===== src/rtl/led_pulse_driver_if.sv =====
// rtl/led_pulse_driver_if.sv - event/status bundle for led_pulse_driver (duty present with LED_PWM_DIM_EN)
interface led_pulse_driver_if #(
  parameter int QUEUE_W = 4
);
  logic               evt_in;
  logic               clr_ovf;
`ifdef LED_PWM_DIM_EN
  logic [3:0]         duty;
`endif
  logic               led_out;
  logic               busy;
  logic [QUEUE_W-1:0] pending;
  logic               overflow;

  modport master (
`ifdef LED_PWM_DIM_EN
    output duty,
`endif
    output evt_in, clr_ovf,
    input  led_out, busy, pending, overflow
  );

  modport slave (
`ifdef LED_PWM_DIM_EN
    input  duty,
`endif
    input  evt_in, clr_ovf,
    output led_out, busy, pending, overflow
  );
endinterface


===== src/rtl/led_pulse_driver.sv =====
// rtl/led_pulse_driver.sv - event-to-LED pulse stretcher with pending queue; LED_PWM_DIM_EN adds duty dimming
module led_pulse_driver #(
  parameter int ON_CYCLES  = 65535,
  parameter int GAP_CYCLES = 65535,
  parameter int QUEUE_W    = 4
) (
  input  logic                 clk,
  input  logic                 rst,
  led_pulse_driver_if.slave    bus
);
  typedef enum logic [1:0] {S_IDLE, S_ON, S_GAP} state_t;

  localparam logic [15:0]        ON_LAST  = 16'(ON_CYCLES - 1);
  localparam logic [15:0]        GAP_LAST = 16'(GAP_CYCLES - 1);
  localparam logic [QUEUE_W-1:0] PEND_MAX = '1;

  state_t             state, state_d;
  logic [15:0]        phase, phase_d;
  logic [QUEUE_W-1:0] pend, pend_d;
  logic               inc, drop;
  logic               led_d, busy_d;

`ifdef LED_PWM_DIM_EN
  logic [3:0] pwm_cnt;

  always_ff @(posedge clk) begin
    if (rst) pwm_cnt <= 4'd0;
    else     pwm_cnt <= pwm_cnt + 4'd1;
  end
`endif

  always_ff @(posedge clk) begin
    if (rst) begin
      state        <= S_IDLE;
      phase        <= 16'd0;
      pend         <= '0;
      bus.overflow <= 1'b0;
      bus.led_out  <= 1'b0;
      bus.busy     <= 1'b0;
    end else begin
      state       <= state_d;
      phase       <= phase_d;
      pend        <= pend_d;
      bus.led_out <= led_d;
      bus.busy    <= busy_d;
      // A drop on the same edge as a clear must leave the flag set
      if (drop)             bus.overflow <= 1'b1;
      else if (bus.clr_ovf) bus.overflow <= 1'b0;
    end
  end

  assign bus.pending = pend;

  always_comb begin
    state_d = state;
    phase_d = phase + 16'd1;
    pend_d  = pend;
    inc     = 1'b0;
    drop    = 1'b0;
    case (state)
      S_IDLE: begin
        phase_d = 16'd0;
        if (bus.evt_in) state_d = S_ON;
      end
      S_ON: begin
        inc = bus.evt_in;
        if (phase == ON_LAST) begin
          state_d = S_GAP;
          phase_d = 16'd0;
        end
      end
      S_GAP: begin
        if (phase == GAP_LAST) begin
          phase_d = 16'd0;
          // Consuming a queued event and accepting a new one cancel out
          if (pend != '0) begin
            state_d = S_ON;
            if (!bus.evt_in) pend_d = pend - QUEUE_W'(1);
          end else if (bus.evt_in) begin
            state_d = S_ON;
          end else begin
            state_d = S_IDLE;
          end
        end else begin
          inc = bus.evt_in;
        end
      end
      default: begin
        state_d = S_IDLE;
        phase_d = 16'd0;
      end
    endcase
    if (inc) begin
      if (pend == PEND_MAX) drop = 1'b1;
      else                  pend_d = pend + QUEUE_W'(1);
    end
  end

  always_comb begin
    busy_d = (state_d != S_IDLE);
`ifdef LED_PWM_DIM_EN
    led_d  = (state_d == S_ON) && (pwm_cnt < bus.duty);
`else
    led_d  = (state_d == S_ON);
`endif
  end
endmodule

===== src/flat_wrapper.sv =====
// flat-port wrapper written by rule: the top's interface ports become plain ports
module led_pulse_driver_flat 
#(
  parameter int ON_CYCLES  = 65535,
  parameter int GAP_CYCLES = 65535,
  parameter int QUEUE_W    = 4
)
  (clk, rst, bus_evt_in, bus_clr_ovf, bus_led_out, bus_busy, bus_pending, bus_overflow);
  led_pulse_driver_if #(.QUEUE_W(QUEUE_W)) bus_i ();
  input  logic clk;
  input  logic rst;
  input wire logic [$bits(bus_i.evt_in)-1:0] bus_evt_in;
  input wire logic [$bits(bus_i.clr_ovf)-1:0] bus_clr_ovf;
  output wire logic [$bits(bus_i.led_out)-1:0] bus_led_out;
  output wire logic [$bits(bus_i.busy)-1:0] bus_busy;
  output wire logic [$bits(bus_i.pending)-1:0] bus_pending;
  output wire logic [$bits(bus_i.overflow)-1:0] bus_overflow;
  assign bus_i.evt_in = bus_evt_in;
  assign bus_i.clr_ovf = bus_clr_ovf;
  assign bus_led_out = bus_i.led_out;
  assign bus_busy = bus_i.busy;
  assign bus_pending = bus_i.pending;
  assign bus_overflow = bus_i.overflow;
  led_pulse_driver #(.ON_CYCLES(ON_CYCLES), .GAP_CYCLES(GAP_CYCLES), .QUEUE_W(QUEUE_W)) u_core (.clk(clk), .rst(rst), .bus(bus_i));
endmodule

===== config.mk =====
export PLATFORM = sky130hd
export DESIGN_NAME = led_pulse_driver_flat
export DESIGN_NICKNAME = d
export VERILOG_FILES = /design/src/rtl/led_pulse_driver_if.sv /design/src/rtl/led_pulse_driver.sv /design/src/flat_wrapper.sv
export SDC_FILE = /design/constraint.sdc
export NUM_CORES = 1
export LEC_CHECK = 0
export CAP_MARGIN = 20
export CORE_MARGIN = 4
export CORE_UTILIZATION = 36
export DETAILED_ROUTE_END_ITERATION = 8
export DONT_BUFFER_PORTS = 1
export SETUP_SLACK_MARGIN = 0.02
export SLEW_MARGIN = 20
export SYNTH_ARGS = -nofsm -noshare
export SYNTH_HDL_FRONTEND = slang
export SYNTH_SLANG_ARGS = --single-unit

===== constraint.sdc =====
create_clock -name clk -period 1.9 [get_ports clk]
set_input_delay 0.475 -clock clk [delete_from_list [all_inputs] [get_ports clk]]
set_output_delay 0.475 -clock clk [all_outputs]
set_load 0.02 [all_outputs]

# Yosys cells after proc, flatten, opt, wreduce, memory -nomap -nowiden
# Index checks and enable logic that the tools add are counted.
totals:
  word_cells: 39
  ram_bits: 0
  mem_bits_ro: 0
  n_memories: 0
  ff_bits: 25
  latch_bits: 0
  out_inout_bits: 7
  in_bits: 4
classes:
  add_sub_neg: 3
  shifts: 0
  order_cmp: 0
  eq_ne: 5
  n_div: 0
  bitwise_logic: 1
  muxes: 18
  n_reduce_logical: 6
  multipliers: 0
ops:
  columns: ["op", "n"]
  rows:
  - ["two-way mux 4 bit", 6]
  - ["adder 16 x 1 -> 16 bit (second input constant)", 1]
  - ["equality test 16 bit (second input constant)", 1]
  - ["two-way mux 2 bit", 4]
  - ["two-way mux 1 bit", 6]
  - ["one-hot mux 2 bit (3 select lines)", 1]
  - ["adder 4 x 1 -> 4 bit (second input constant)", 1]
  - ["equality test 2 x 1 -> 1 bit (second input constant)", 2]
  - ["equality test 4 bit (second input constant)", 1]
  - ["nonzero test 2 bit", 2]
  - ["nonzero test 4 bit", 1]
  - ["subtractor 4 x 1 -> 4 bit (second input constant)", 1]
  - ["OR reduction 3 bit", 1]
  - ["equality test 2 bit (second input constant)", 1]
  - ["logical NOT 2 bit", 1]
  - ["one-hot mux 1 bit (2 select lines)", 1]
  - ["OR reduction 2 bit", 1]
  - ["inverter 1 bit", 1]

# Longest topological paths before layout
# Gate-level depths: netlist of the first run.
depth:
  word_depth: 7
  mapped_depth: 7
  ltp_nobuf: 7

# Worst setup path before layout of the first run
# OpenSTA, ideal clock, no wires.
synth_timing:
  path_type: "reg2reg"
  start: "register u_core.phase[0]"
  end: "register u_core.pend[3], in the netlist u_core.bus.pending[3]"
  arrival_ns: 1.580
  path_slack_ns: 0.251
  period_less_slack_ns: 1.649
  t_required_ns: 1.831
  path_stages_with_launch: 8
  setup_time_ns: 0.069
  path_buffers: 0
  cell_sequence: "dfxtp_1 inv_1 ha_1 nand4_2 o41ai_4 a21oi_2 a211o_1 o21ai_1"
synth_between:
  elab_chain_cells: 5
  elab_cells_between_ends: 7
synth_lines:
  columns: ["element", "line_no", "source"]
  rows:
  - ["start: declaration", "led_pulse_driver.sv:18", "logic [15:0] phase, phase_d;"]
  - ["start signal: assignment", "led_pulse_driver.sv:42", "phase <= phase_d;"]
  - ["equality test 16 bit (*)", "led_pulse_driver.sv:73", "if (phase == GAP_LAST) begin"]
  - ["two-way mux 4 bit", "led_pulse_driver.sv:73", null]
  - ["two-way mux 4 bit", "led_pulse_driver.sv:60", "case (state)"]
  - ["two-way mux 4 bit", "led_pulse_driver.sv:94", "if (pend == PEND_MAX) drop = 1'b1;"]
  - ["two-way mux 4 bit (*)", "led_pulse_driver.sv:93", "if (inc) begin"]
  - ["end signal: assignment", "led_pulse_driver.sv:43", "pend <= pend_d;"]
  - ["end: declaration", "led_pulse_driver.sv:19", "logic [QUEUE_W-1:0] pend, pend_d;"]
# Every way passes the cells marked *; elsewhere a longest branch is shown, timed or not.
# A chain may end at the register's enable or synchronous reset.

# Worst setup path after layout of the first run
layout_timing:
  start: "register u_core.state[1]"
  end: "register u_core.pend[1], in the netlist u_core.bus.pending[1]"
layout_between:
  elab_chain_cells: 4
  elab_cells_between_ends: 6
layout_lines:
  columns: ["element", "line_no", "source"]
  rows:
  - ["start: declaration", "led_pulse_driver.sv:17", "state_t state, state_d;"]
  - ["start signal: assignment", "led_pulse_driver.sv:41", "state <= state_d;"]
  - ["equality test 2 bit", "led_pulse_driver.sv:60", null]
  - ["two-way mux 4 bit", "led_pulse_driver.sv:60", null]
  - ["two-way mux 4 bit", "led_pulse_driver.sv:94", null]
  - ["two-way mux 4 bit (*)", "led_pulse_driver.sv:93", null]
# Marks and branches as above.

==> reports/metrics.cfg, run 1 <==
[clock_tree]
tritoncts=done
cts_buffers=3
cts_setup_buffers=0
htreeDepth=1
clockBufferDepth=2
clockRootBuffer=clkbuf_8
cts.sinks=25
insertion_delay_ns=0.27
clk_pin_slew_ns=0.09

[detailed_routing]
vias=1227
drc=0
wl_per_cell_um=14.6
routed_wirelength_um=3120
via_per_inst=5.73
first_iter_violations=38
drt_first_pass_iters=4
ant_nets=0

[timing]
fin_skew_ns=0.00324
setup_viol=0
hold_viol=0
finalCriticalPeriod_ns=1.79
period_share=0.942
worst_pin_slew_ns=0.483
maxSlewHeadroom=0.678
fin_tns_setup_ns=0
slew_viol_final=0
setup_slack_ns=0.110
grt_setup_unrepaired=false
max_freq_mhz=559

[placed_design]
dp_slack_ns=0.0638
hpwl_um=2390
routabilityCongestion=0.884
numPortBuffers=0

[floorplan]
core-area_mm2=0.00374
dieWidth_um=70.9
start_util=0.381
die_height_um=70.9
io_pins=11
die_area_mm2=0.00503
row_count=22

[yosys]
ys_ff_latch=25
syn_inst=159
ys.flop_type=dfxtp_1
synth_edf_count=0
synth_top_area_frac=0.351
async_flop_share=0
yosys-top-cells-area=dfxtp_1 (35%), ha_1 (7.0%), nor2_1 (4.2%), xor2_1 (3.7%), o21ai_0 (3.2%)
ys_warn_count=0
seq_area_frac_synth=0.351
syn_area_per_cell_um2=8.97
synth_fp_nets=171
yosysTopAreaCell=dfxtp_1
ys_types=47
synth_area_mm2=0.00143

[layout]
layout.cells.most_common=dfxtp_1
layout_common_cells=dfxtp_1 (21), nor2_1 (16), nand2_1 (11), inv_1 (9)
drive_gt1_frac=0.193
nFillCells=381
num_antenna_cells=0
utilization=0.425
final_net_count=179
area_delta_synth_final_pct=11.5

[global_routing]
grt_max_degree=17
grt_pass1_vias=1183
grt_usage=0.131
grt.overflow.total=0
grt_first_pass_wirelength_um=5380
antenna_found_initial=0

[pwr]
powerDensity_mw_per_mm2=626
p_leak_nw=0.589
ir_worst_vdd_mv=0.370

[run_status]
status=finished clean

[job]
maxCapViolations=0

[setup_path]
cp-start-kind=register
crit_fanout=4
crit_path_end_kind=register
crit_required_ns=2.07
worstSetupPathType=reg2reg
crit_arrival_ns=1.96

[min_path]
hold_path_class=in2reg

[cells in the mapped netlist, types with 2 or more instances]
| master | instances |
|---|---|
| a211oi_1 | 2 |
| a21oi_1 | 6 |
| and3_1 | 2 |
| and4_1 | 2 |
| and4_2 | 2 |
| clkbuf_1 | 2 |
| dfxtp_1 | 25 |
| ha_1 | 8 |
| inv_1 | 9 |
| nand2_1 | 11 |
| nand3_1 | 6 |
| nand4_1 | 4 |
| nand4_2 | 3 |
| nor2_1 | 16 |
| nor3_1 | 8 |
| o2111ai_1 | 2 |
| o211a_1 | 2 |
| o21ai_0 | 9 |
| or3_1 | 4 |
| xnor2_1 | 4 |
| xor2_1 | 6 |
[final cells by class]
class                      count  area, um2  area share
inverter                       9       33.8      0.0212
clock inverter                 1       7.51     0.00472
tap                           48       60.1      0.0378
multi-input combinational    121        890       0.559
clock buffer                   3       41.3      0.0260
timing repair buffer           7       52.6      0.0330
sequential                    25        505       0.318
[through the flow]
step / std cells / hold slack (ns) / area [um2] / power (mW)
finish: 214 / 0.261 / 1590 / 0.996
global route: 214 / 0.253 / 1590 / 1.04
CTS: 214 / 0.258 / 1570 / 1.00
detailed placement: 210 / 0.464 / 1520 / 0.675
global placement: 210 / 0.449 / 1520 / 0.673
floorplan: 159 / 0.437 / 1430 / 0.650
[cell families (layout without fill, tap and decap cells)]
| family | Yosys count | count (layout) | share of synthesized area |
|---|---|---|---|
| multiplexers | 1 | 1 | 0.00702 |
| flip-flops | 25 | 25 | 0.351 |
| AND/OR/NAND/NOR | 71 | 71 | 0.313 |
| XOR/XNOR | 10 | 10 | 0.0614 |
| AO/OA/AOI/OAI | 31 | 31 | 0.160 |
| adder cells (fa/ha/maj) | 8 | 8 | 0.0702 |
| buffers and inverters | 13 | 20 | 0.0377 |
[repair_timing]
item,CTS,global route
endpoints found under the setup margin,0,5
hold buffers,0,0
gates resized for setup,0,9
[flip-flops by register name (all words and copies together), names as in the netlist]
name / flops
u_core.state: 2
u_core.bus.pending: 4
u_core.phase: 16
u_core.bus.busy: 1
u_core.bus.led_out: 1
u_core.bus.overflow: 1
[critical path: stages, from the launching register on]
cell and delay, ns:
dfxtp_1 0.41, inv_1 0.10, ha_1 0.34, nand2_1 0.14
a211o_2 0.34, a211oi_1 0.28, nor3_2 0.07
[power breakdown]
part / switching (mW) / leakage (nW) / internal [mW] / total [mW]
Combinational: 0.0625 / 0.363 / 0.0476 / 0.110
Sequential: 0.0175 / 0.204 / 0.538 / 0.556
Clock: 0.181 / 0.0217 / 0.149 / 0.330
[layer usage]
layer	up-vias	global-route usage	wire length, um
met2	39	0.212	1420
met1	579	0.180	1500
met5	-	0	0
met3	11	0.0185	147
met4	0	0.0376	43
li1	598	-	-
[worst paths after layout]
path | startpoint | end | slack, ns | depth (start not counted)
worst max-delay path | u_core.state[1]$_SDFF_PP0_ | u_core.bus.pending[1]$_SDFF_PP0_ | 0.11 | 6
worst min-delay path | rst | u_core.bus.overflow$_SDFFE_PP0P_ | 0.26 | 1
worst max register to register | u_core.state[1]$_SDFF_PP0_ | u_core.bus.pending[1]$_SDFF_PP0_ | 0.11 | 6
worst min register to register | u_core.phase[0]$_SDFF_PP0_ | u_core.phase[0]$_SDFF_PP0_ | 0.44 | 1
Power figures use the tool's default switching activity.
==> inputs of run 2 (changes only) <==
CELL_PAD_IN_SITES_DETAIL_PLACEMENT = 0   (was default)
CELL_PAD_IN_SITES_GLOBAL_PLACEMENT = 1   (was default)
PLACE_DENSITY_LB_ADDON = 0.1   (was default)
SKIP_CTS_REPAIR_TIMING = 1   (was default)
==> run 2 against run 1 <==
  * Clock power fell by 4%
  * Global-route usage fell by 0.56 points
  * Largest cell class unchanged
  * Setup slack improved by 0.030 ns
  * Critical path type unchanged
  * Hold slack barely moved
==> reports/metrics.cfg, run 2 (synthesis results as in run 1) <==
[setup_path]
r2r_cells=7  ; +1
critPathMaxStageDelay_ns=0.44  ; +0.03 ns
critPathSlowestCell=o41ai_4
path_cells=inv_1 > ha_1 > nand4_2 > o41ai_4 > a21oi_2 > a211o_1 > o21ai_1
cp-start-kind=register
worstReg2RegStart=u_core.phase[0]$_SDFF_PP0_
crit_arrival_ns=1.97  ; about the same
crit_path_end_kind=register
crit_fanout=5  ; +1
crit_required_ns=2.11  ; +0.04 ns
worstSetupPathType=reg2reg
cp-startpoint=u_core.phase[0]$_SDFF_PP0_
regToRegSetupSlack_ns=0.14  ; +0.03 ns

[job]
maxCapViolations=0  ; unchanged

[pwr]
power_mw=0.994  ; -0.20%
ir_worst_vdd_mv=0.350  ; -5.6%
powerDensity_mw_per_mm2=630  ; +0.59%
p_leak_nw=0.574  ; -2.5%

[timing]
fin_skew_ns=0.00454  ; +0.00131 ns
hold_viol=0  ; unchanged
grt_setup_unrepaired=false
worst_pin_slew_ns=0.430  ; -0.0522 ns
whs_ns=0.261  ; -0.0000770 ns
slew_viol_final=0  ; unchanged
setup_viol=0  ; unchanged
period_share=0.926  ; -0.0160
finalCriticalPeriod_ns=1.76  ; -0.0304 ns
fin_tns_setup_ns=0  ; unchanged
maxSlewHeadroom=0.713  ; +0.0348
max_freq_mhz=568  ; +1.7%

[clock_tree]
htreeDepth=1  ; unchanged
clk_pin_slew_ns=0.09  ; about the same
insertion_delay_ns=0.27  ; about the same
cts_buffers=3  ; unchanged
clockBufferDepth=2  ; unchanged
cts.sinks=25  ; unchanged
clockRootBuffer=clkbuf_8
tritoncts=done

[detailed_routing]
drc=0  ; unchanged
vias=1162  ; -5.3%
first_iter_violations=43  ; +13%
via_per_inst=5.48  ; -4.4%
routed_wirelength_um=2980  ; -4.2%
drt_first_pass_iters=6  ; +2
ant_nets=0  ; unchanged
wl_per_cell_um=14.1  ; -3.3%

[global_routing]
grt_first_pass_wirelength_um=5040  ; -6.2%
grt.overflow.total=0  ; unchanged
grt_max_degree=17  ; unchanged
grt_usage=0.125  ; -0.00565
grt_pass1_vias=1084  ; -8.4%
antenna_found_initial=0  ; unchanged

[layout]
drive_gt1_frac=0.177  ; -0.0159
final_net_count=177  ; -1.1%
largest_reg_flops=16  ; unchanged
nFillCells=378  ; -0.79%
layout_common_cells=dfxtp_1 (25), nor2_1 (16), nand2_1 (11), inv_1 (9)
top_register=u_core.phase
area_delta_synth_final_pct=10.6
utilization=0.421  ; -0.00334
num_antenna_cells=0  ; unchanged
layout.cells.most_common=dfxtp_1

[placed_design]
numPortBuffers=0  ; unchanged
routabilityCongestion=0.780  ; -12%
hpwl_um=2260  ; -5.5%

[floorplan]
row_count=22  ; unchanged
die_height_um=70.9  ; unchanged
core-area_mm2=0.00374  ; unchanged
dieWidth_um=70.9  ; unchanged
start_util=0.381  ; unchanged
die_area_mm2=0.00503  ; unchanged
io_pins=11  ; unchanged

[min_path]
hp-start=rst
hold_path_class=in2reg
hold-path-cell-count=1  ; unchanged

[run_status]
status=finished clean

run 2: changes by cell type in the layout (fill, tap and decap cells not counted), sizes merged:
cell | previous run | this run
buf | 7 | 5
clkinv | 0 | 1
clkinvlp | 1 | 0
run 2: per-layer routing:
layer | GRT usage | vias to the layer above | part of all wire
met5 | 0 | - | 0
met4 | 0.0313 | 0 | 0.016
met3 | 0.0369 | 6 | 0.045
met2 | 0.213 | 23 | 0.48
met1 | 0.154 | 543 | 0.45
li1 | - | 590 | -
run 2: final cells by class:
class	count	area [um2]	area share
clock inverters	1	5.00	0.00317
well taps	48	60.1	0.0381
clock buffers	3	41.3	0.0262
repair buffers	5	37.5	0.0238
inverters	9	33.8	0.0214
multi-input cells	121	900	0.570
flip-flops and latches	25	500	0.317
run 2: worst paths after layout:
path                                            to
setup / recovery  u_core.bus.pending[3]$_SDFF_PP0_
hold / removal    u_core.bus.pending[0]$_SDFF_PP0_
setup reg to reg  u_core.bus.pending[3]$_SDFF_PP0_
hold reg to reg         u_core.phase[0]$_SDFF_PP0_
run 2: power by group:
group,total (mW),switching (mW),internal (mW)
combinational,0.120,0.0676,0.0524
clock,0.318,0.171,0.147
sequential,0.556,0.0185,0.537
run 2: worst max-delay path, delay by kind of cell (launching register included):
family / cells / cell delay [ns]
AO/OA/AOI/OAI: 4 / 0.95
flip-flops: 1 / 0.35
buffers and inverters: 1 / 0.07
AND/OR/NAND/NOR: 1 / 0.16
adder cells (fa/ha/maj): 1 / 0.17
run 2: metrics by stage:
step	cell area [um2]	setup slack [ns]	instances
after floorplan	1430	0.251	159
after global placement	1500	0.129	208
after detailed placement	1500	0.108	208
after CTS	1550	0.0725	212
after global routing	1580	0.0279	212
final	1580	0.140	212
==> inputs of run 3 (changes only) <==
CTS_CLUSTER_DIAMETER = 120   (was default)
clock period = 1.55 ns   (was 1.9 ns; I/O delays follow)
==> run 3 against run 2 <==
  * The run now ends with negative setup slack left
  * Clock-buffer cell count did not move
  * Setup slack lost 0.20 ns
  * Flip-flop and latch count unchanged
  * Sequential power up 23%
  * Via count rose by 9.9%
  * First-iteration DRC count is 7.0% lower
  * Combinational power up 58%
  * Maximum frequency grew 9.1%
  * Final area increased by 26%
  * Critical path type unchanged
  * Critical endpoint is now u_core.bus.pending[1]$_SDFF_PP0_
==> reports/metrics.cfg, run 3 (synthesis results as in run 1) <==
[global_routing]
grt.overflow.total=0  ; unchanged
antenna_found_initial=0  ; unchanged
grt_first_pass_wirelength_um=5580  ; +11%
grt_pass1_vias=1246  ; +15%
grt_max_degree=17  ; unchanged
grt_usage=0.136  ; +0.0111

[placed_design]
place_inst=235  ; +13%
hpwl_um=2510  ; +11%
routabilityCongestion=0.732  ; -6.2%
dp_slack_ns=-0.161  ; -0.269 ns
numPortBuffers=0  ; unchanged

[pwr]
power_frac_seq=0.537  ; -0.022
sw_frac_of_total=0.264  ; +0.00536
ir_worst_vdd_mv=0.328  ; -6.1%
p_int_mw=0.936  ; +27%
p_sw_mw=0.336  ; +31%
p_comb_frac=0.150  ; +0.029
powerDensity_mw_per_mm2=639  ; +1.5%
p_leak_nw=0.794  ; +38%
power_frac_clock=0.313  ; -0.007

[timing]
setup_viol=4  ; +4
fin_skew_ns=0.00467  ; +0.000125 ns
maxSlewHeadroom=0.777  ; +0.0638
period_share=1.04  ; +0.114
finalCriticalPeriod_ns=1.61  ; -0.147 ns
grt_setup_unrepaired=true
max_freq_mhz=620  ; +9.1%
setup_slack_ns=-0.0629  ; -0.203 ns
worst_pin_slew_ns=0.334  ; -0.0966 ns
hold_viol=0  ; unchanged
slew_viol_final=0  ; unchanged

[setup_path]
path_cells=inv_2 > ha_4 > nand4_4 > o41ai_4 > buf_4 > a211o_4 > a211oi_2 > nor3_2
worstReg2RegStart=u_core.phase[0]$_SDFF_PP0_
cp-start-kind=register
crit_path_end_kind=register
endpoint=u_core.bus.pending[1]$_SDFF_PP0_
worstSetupPathType=reg2reg
r2r_cells=8  ; +1
crit_fanout=4  ; -1
regToRegSetupSlack_ns=-0.06  ; -0.20 ns
crit_arrival_ns=1.78  ; -0.19 ns
r2r_end=u_core.bus.pending[1]$_SDFF_PP0_
critPathSlowestCell=dfxtp_2
cp-startpoint=u_core.phase[0]$_SDFF_PP0_
critPathMaxStageDelay_ns=0.34  ; -0.10 ns
crit_required_ns=1.71  ; -0.40 ns

[run_status]
status=finished with violations
violations=negative setup slack

[clock_tree]
clockBufferDepth=2  ; unchanged
cts.sinks=25  ; unchanged
cts_buffers=3  ; unchanged
insertion_delay_ns=0.27  ; about the same
clockRootBuffer=clkbuf_8
htreeDepth=1  ; unchanged
clk_pin_slew_ns=0.09  ; about the same
tritoncts=done

[floorplan]
core-area_mm2=0.00374  ; unchanged
io_pins=11  ; unchanged
die_height_um=70.9  ; unchanged
row_count=22  ; unchanged
dieWidth_um=70.9  ; unchanged
die_area_mm2=0.00503  ; unchanged
start_util=0.381  ; unchanged

[layout]
largest_reg_flops=16  ; unchanged
regArea_um2=520  ; +4.0%
final_cells=243  ; +15%
top_register=u_core.phase
layout.cells.most_common=buf_4
drive_gt1_frac=0.477  ; +0.300
layout_common_cells=buf_4 (32), nor2_1 (16), dfxtp_2 (16), dfxtp_1 (9), nand2_1 (8)
num_antenna_cells=0  ; unchanged
final_net_count=208  ; +18%
multiInputGateArea_mm2=0.00103  ; +15%
area_delta_synth_final_pct=39.6
nFillCells=370  ; -2.1%

[detailed_routing]
routed_wirelength_um=3360  ; +13%
via_per_inst=5.26  ; -4.1%
first_iter_violations=40  ; -7.0%
drt_first_pass_iters=4  ; -2
ant_nets=0  ; unchanged
vias=1277  ; +9.9%
drc=0  ; unchanged
wl_per_cell_um=13.8  ; -1.8%

[job]
maxCapViolations=0  ; unchanged

[min_path]
hold_path_class=in2reg

## run 3: changes by cell type in the layout (fill, tap and decap cells not counted), sizes merged
cell  before  now
buf        5   36
## run 3: cell type report
class / instances / area share
repair buffers: 36 / 0.148
multi-input cells: 121 / 0.519
clock inverters: 1 / 0.00251
inverters: 9 / 0.0182
flip-flops and latches: 25 / 0.261
clock buffers: 3 / 0.0207
well taps: 48 / 0.0302
## run 3: worst max-delay path: cells and delay by family, from the launching register on
family,cells,cell delay (ns)
AOI/OAI and AO/OA,3,0.64
adders and majority gates,1,0.16
buffers and inverters,2,0.21
DFF,1,0.34
and+or+nand+nor,2,0.16
## run 3: through the flow
| stage | total power [mW] | area, um2 | util | hold WS (ns) | TNS [ns] |
|---|---|---|---|---|---|
| after floorplan | 0.811 | 1490 | - | 0.426 | 0 |
| after global placement | 0.867 | 1780 | 0.476 | 0.453 | -0.289 |
| after detailed placement | 0.868 | 1780 | 0.476 | 0.453 | -0.517 |
| after CTS | 1.27 | 1830 | 0.488 | 0.156 | -0.759 |
| after global routing | 1.35 | 1990 | 0.532 | 0.143 | -0.650 |
| final | 1.27 | 1990 | 0.532 | 0.163 | -0.158 |
## run 3: routing by layer
metal  track usage  wire length, um  share of wire
met5             0                0              0
met4        0.0313               19         0.0057
met3        0.0284              100          0.030
met2         0.246             1750           0.52
met1         0.164             1490           0.44
## run 3: power groups by stage
stage / clock network [mW] / logic [mW] / registers (mW)
after floorplan: 0 / 0.105 / 0.706
after global placement: 0 / 0.170 / 0.697
after detailed placement: 0 / 0.171 / 0.697
after CTS: 0.420 / 0.172 / 0.682
after global routing: 0.451 / 0.212 / 0.688
final: 0.398 / 0.190 / 0.684
## run 3: worst min-delay path by stage
stage	end	from	cells past startpoint
2_1_floorplan	u_core.phase[0]$_SDFF_PP0_	u_core.phase[0]$_SDFF_PP0_	1
3_3_place_gp	u_core.bus.pending[0]$_SDFF_PP0_	rst	1
3_5_place_dp	u_core.bus.pending[0]$_SDFF_PP0_	rst	1
4_1_cts	u_core.bus.pending[0]$_SDFF_PP0_	rst	1
5_1_grt	u_core.state[0]$_SDFF_PP0_	rst	1
6_report	u_core.state[0]$_SDFF_PP0_	rst	1
==> RTL edit 1 (flow settings as in run 2) <==
Re-encode `state_t` (3 states) as one-hot, 3 bits wide.
--- a/src/rtl/led_pulse_driver.sv
+++ b/src/rtl/led_pulse_driver.sv
@@ -8,7 +8,7 @@
   input  logic                 rst,
   led_pulse_driver_if.slave    bus
 );
-  typedef enum logic [1:0] {S_IDLE, S_ON, S_GAP} state_t;
+  typedef enum logic [2:0] {S_IDLE = 3'b001, S_ON = 3'b010, S_GAP = 3'b100} state_t;
 
   localparam logic [15:0]        ON_LAST  = 16'(ON_CYCLES - 1);
   localparam logic [15:0]        GAP_LAST = 16'(GAP_CYCLES - 1);
Behaviour: no difference found for any inputs over 10 cycles, from zero or initial values and one cycle with rst high; not proved beyond that.
==> RTL edit 1 against run 2 <==
Clock power rose by 45%; wire length rose by 2.0%; clock skew is essentially flat; setup slack better by 0.042 ns; total power rose by 13%; design area up 6.0%; sequential cell count rose by 1; area after synthesis fell by 4.7%.
==> RTL edit 1: results (changes against run 2) <==
top cell type's share of synthesized area 0.383 (was 0.351); first-pass GRT wire length 5350 um (was 5040 um); Crit path max-delay family simple AND/OR/NAND/NOR gates (was compound AO/OA/AOI/OAI gates); Post-synth top cells dfxtp_1, nor2_1, nand3_1 (was dfxtp_1, nor2_1, nand2_1); GP Congestion 0.802 (was 0.780); Static Leak 0.596 nW (was 0.574 nW); r2r worst-path depth 5 (was 7); global-route usage over all layers 0.132 (was 0.125); Min Hold Slack 0.258 ns (was 0.261 ns); CP Max Fanout 6 (was 5); Synth area leaders dfxtp_1, nor2_1, xor2_1 (was dfxtp_1, ha_1, nor2_1); reg-to-reg critical path startpoint u_core.phase[10] (was u_core.phase[0]); layout cells sized above 1 0.190 (was 0.177); TritonRoute pass-1 iters 4 (was 6); status complete, no violations (unchanged); hold path endpoint u_core.bus.overflow (was u_core.bus.pending[0]); Worst-path clk slew 0.09 ns (about the same); RR Endpoint u_core.bus.pending[1] (was u_core.bus.pending[3]); FF-to-FF setup slack 0.18 ns (was 0.14 ns); vias in the first global route 1,175 (was 1,084); antenna cells 0 (unchanged); Yosys cell types 44 (was 47); dpl cell area 1600 um2 (was 1500 um2); DRT iter0 DRCs 61 (was 43); port bufs 0 (unchanged); most used flip-flop cell after synthesis dfxtp_1 (unchanged); Seq/Total Area, Yosys 0.383 (was 0.351); vias per std cell 5.13 (was 5.48); Max IR drop VDD 0.291 mV (was 0.350 mV); worst slew pin tran 0.443 ns (was 0.430 ns); non-filler cells, final 232 (was 212); DP Wirelength 2330 um (was 2260 um); synthesized net count 167 (was 171); DR WL/cell 13.1 um (was 14.1 um); CP max stage delay 0.60 ns (was 0.44 ns); Final Skew 0.00470 ns (was 0.00454 ns); # nets final 193 (was 177); Crit-path slowest cell or4_4 (was o41ai_4); largest net degree at the start of global routing 17 (unchanged)
==> RTL edit 1: routing by layer <==
layer / global-route usage / wire length (um)
met5: 0 / 0
met4: 0.0499 / 48
met3: 0.0290 / 95
met2: 0.222 / 1430
met1: 0.163 / 1470
==> RTL edit 1: cell type report <==
class / count / area [um2]
fill: 370 / 1990
multi-input combinational: 123 / 802
sequential: 26 / 520
timing repair buffer: 24 / 193
tap: 48 / 60.1
clock buffer: 3 / 41.3
clock inverter: 1 / 30.0
inverter: 7 / 26.3
==> RTL edit 1: worst max-delay path by stage <==
stage	startpoint	to	slack, ns
CTS	u_core.phase[0]	u_core.bus.pending[1]	0.05
floorplan	u_core.phase[6]	u_core.bus.pending[1]	0.16
global route	u_core.phase[0]	u_core.bus.pending[3]	0.02
finish	u_core.phase[10]	u_core.bus.pending[1]	0.18
detailed placement	u_core.phase[0]	u_core.bus.pending[1]	0.06
global placement	u_core.phase[9]	u_core.bus.pending[1]	0.13
==> RTL edit 1: where the power goes <==
group / total, mW / internal, mW / switching, mW
clock: 0.461 / 0.282 / 0.179
sequential: 0.566 / 0.556 / 0.00962
combinational: 0.0996 / 0.0453 / 0.0543
==> RTL edit 1: logic make-up (layout without fill, tap and decap cells) <==
family / after synthesis / in the layout / share of synthesized area
simple gates: 83 / 83 / 0.333
mux: 1 / 1 / 0.00737
fa+ha+maj: 4 / 4 / 0.0368
buf+inv: 10 / 35 / 0.0295
flops: 26 / 26 / 0.383
compound gates: 21 / 21 / 0.120
xor+xnor: 14 / 14 / 0.0902
==> RTL edit 1: stage by stage <==
stage	worst slack, ns	total power, mW
final	0.182	1.13
after global routing	0.0185	1.18
after CTS	0.0469	1.14
after detailed placement	0.0621	0.679
after global placement	0.132	0.677
after floorplan	0.157	0.652
==> RTL edit 2 (flow settings as in run 2) <==
Made on the original files. `QUEUE_W` is set to 4 in 3 places; all go to 3.
--- a/src/rtl/led_pulse_driver_if.sv
+++ b/src/rtl/led_pulse_driver_if.sv
@@ -1,6 +1,6 @@
 // rtl/led_pulse_driver_if.sv - event/status bundle for led_pulse_driver (duty present with LED_PWM_DIM_EN)
 interface led_pulse_driver_if #(
-  parameter int QUEUE_W = 4
+  parameter int QUEUE_W = 3
 );
   logic               evt_in;
   logic               clr_ovf;
--- a/src/rtl/led_pulse_driver.sv
+++ b/src/rtl/led_pulse_driver.sv
@@ -2,7 +2,7 @@
 module led_pulse_driver #(
   parameter int ON_CYCLES  = 65535,
   parameter int GAP_CYCLES = 65535,
-  parameter int QUEUE_W    = 4
+  parameter int QUEUE_W    = 3
 ) (
   input  logic                 clk,
   input  logic                 rst,
--- a/src/flat_wrapper.sv
+++ b/src/flat_wrapper.sv
@@ -3,7 +3,7 @@
 #(
   parameter int ON_CYCLES  = 65535,
   parameter int GAP_CYCLES = 65535,
-  parameter int QUEUE_W    = 4
+  parameter int QUEUE_W    = 3
 )
   (clk, rst, bus_evt_in, bus_clr_ovf, bus_led_out, bus_busy, bus_pending, bus_overflow);
   led_pulse_driver_if #(.QUEUE_W(QUEUE_W)) bus_i ();
Interface: changed (resized bus_pending); port bits go from 11 to 10. The function was not compared with the original's and may differ.
==> RTL edit 2 against run 2 <==
Non-clock buffer count rose by 17; critical path depth down 1; design area decreased by 1.6%; total power fell by 3.3%; area after synthesis down 13%; wire length shrank 19%; sequential cell count shrank 1; setup slack got worse by 0.072 ns; combinational power is 42% lower; first-iteration DRC count decreased by 21%; sequential share of layout area is 0.29 points lower; utilization rose by 4.4 points; final cell count fell by 3.3%.
==> RTL edit 2: results (changes against run 2) <==
Static Leak 0.564 nW (was 0.574 nW); cell-internal power 758 uW (was 737 uW); Reg with most FFs u_core.phase (unchanged); Avg Synthesized Cell Area 9.08 um2 (was 8.97 um2); Yosys cell types 34 (was 47); H-Tree Depth 1 (unchanged); Final Skew 0.00335 ns (was 0.00454 ns); Seq/Total Area, Yosys 0.389 (was 0.351); # nets final 174 (was 177); FF-to-FF setup slack 0.07 ns (was 0.14 ns); HP Start rst (unchanged); Max IR drop VDD 0.418 mV (was 0.350 mV); clock power share 0.383 (was 0.320); DP Wirelength 1820 um (was 2260 um); r2r worst-path depth 6 (was 7); status complete, no violations (unchanged); total routed wirelength 2430 um (was 2980 um); placed cells 199 (was 208); Worst-path clk slew 0.13 ns (was 0.09 ns); layout cells sized above 1 0.283 (was 0.177); Synth area leaders dfxtp_1, ha_1, xnor2_1 (was dfxtp_1, ha_1, nor2_1); dpl cell area 1440 um2 (was 1500 um2); Post-synth top cells dfxtp_1, nor2_1, ha_1, nor3_1 (was dfxtp_1, nor2_1, nand2_1); DR WL/cell 11.8 um (was 14.1 um); Multi-input gate area 746 um2 (was 900 um2); CP Max Fanout 6 (was 5); Post-Place Worst Slack 0.0242 ns (was 0.108 ns); vias per std cell 4.70 (was 5.48); Psw 203 uW (was 257 uW); worst slew pin tran 0.403 ns (was 0.430 ns); Synth async-reset ratio 0 (unchanged); fin worst setup slack 0.0681 ns (was 0.140 ns); synthesized net count 150 (was 171); Clk Latency, worst-skew pair 0.31 ns (was 0.27 ns); WP data arrival 2.10 ns (was 1.97 ns); global-route usage over all layers 0.120 (was 0.125); DRT iter0 DRCs 34 (was 43); TritonRoute pass-1 iters 4 (was 6); logic gate share of total power 0.072 (was 0.121); Critical Path Source u_core.phase[14] (was u_core.phase[0]); root buf cell clkbuf_4 (was clkbuf_8); first-pass GRT wire length 4110 um (was 5040 um); RR Endpoint u_core.bus.pending[1] (was u_core.bus.pending[3]); GP Congestion 0.789 (was 0.780); filler instances 349 (was 378); vias in the first global route 909 (was 1,084)
==> RTL edit 2: cell types whose count changed in the layout (fill, tap and decap cells not counted), moves of 3 or more <==
| cell | run 2 | this run |
|---|---|---|
| a21oi_1 | 6 | 2 |
| and4_2 | 3 | 0 |
| buf_4 | 5 | 19 |
| clkbuf_4 | 0 | 3 |
| clkbuf_8 | 3 | 0 |
| dfxtp_1 | 25 | 18 |
| dfxtp_2 | 0 | 6 |
| nand4_2 | 3 | 0 |
| nor2_1 | 16 | 19 |
| o21ai_0 | 8 | 2 |
| or3_1 | 4 | 0 |
| xnor2_1 | 4 | 9 |
==> RTL edit 2: per-layer routing <==
layer / share of wire / wire length (um) / global-route usage
met1: 0.54 / 1310 / 0.164
met2: 0.41 / 1010 / 0.179
met3: 0.038 / 91 / 0.0422
met4: 0.0078 / 19 / 0.0305
met5: 0 / 0 / 0
==> RTL edit 2: critical path, stage by stage (launching register included) <==
cell and delay, ns:
dfxtp_2 0.36, nand4_1 0.12, or4_4 0.56, buf_6 0.16, a21o_4 0.24, a2111oi_4 0.20
a311o_1 0.15
==> RTL edit 2: how the worst min path moves through the flow <==
stage | end | slack [ns]
global route | u_core.bus.busy | 0.16
detailed placement | u_core.phase[15] | 0.52
CTS | u_core.bus.busy | 0.18
floorplan | u_core.phase[0] | 0.44
finish | u_core.bus.busy | 0.20
global placement | u_core.phase[14] | 0.49
==> RTL edit 2: cells by family after synthesis <==
kind of cell | share of synthesized area
xor+xnor | 0.0993
flops | 0.389
fa+ha+maj | 0.101
compound gates | 0.113
simple gates | 0.256
buf+inv | 0.0405
==> RTL edit 2: cell type report <==
class                   count  share of cell area
inverters                   8              0.0193
clock inverters             1              0.0193
well taps                  46              0.0371
flip-flops and latches     24               0.314
repair buffers             22               0.115
clock buffers               3              0.0145
multi-input cells         101               0.480
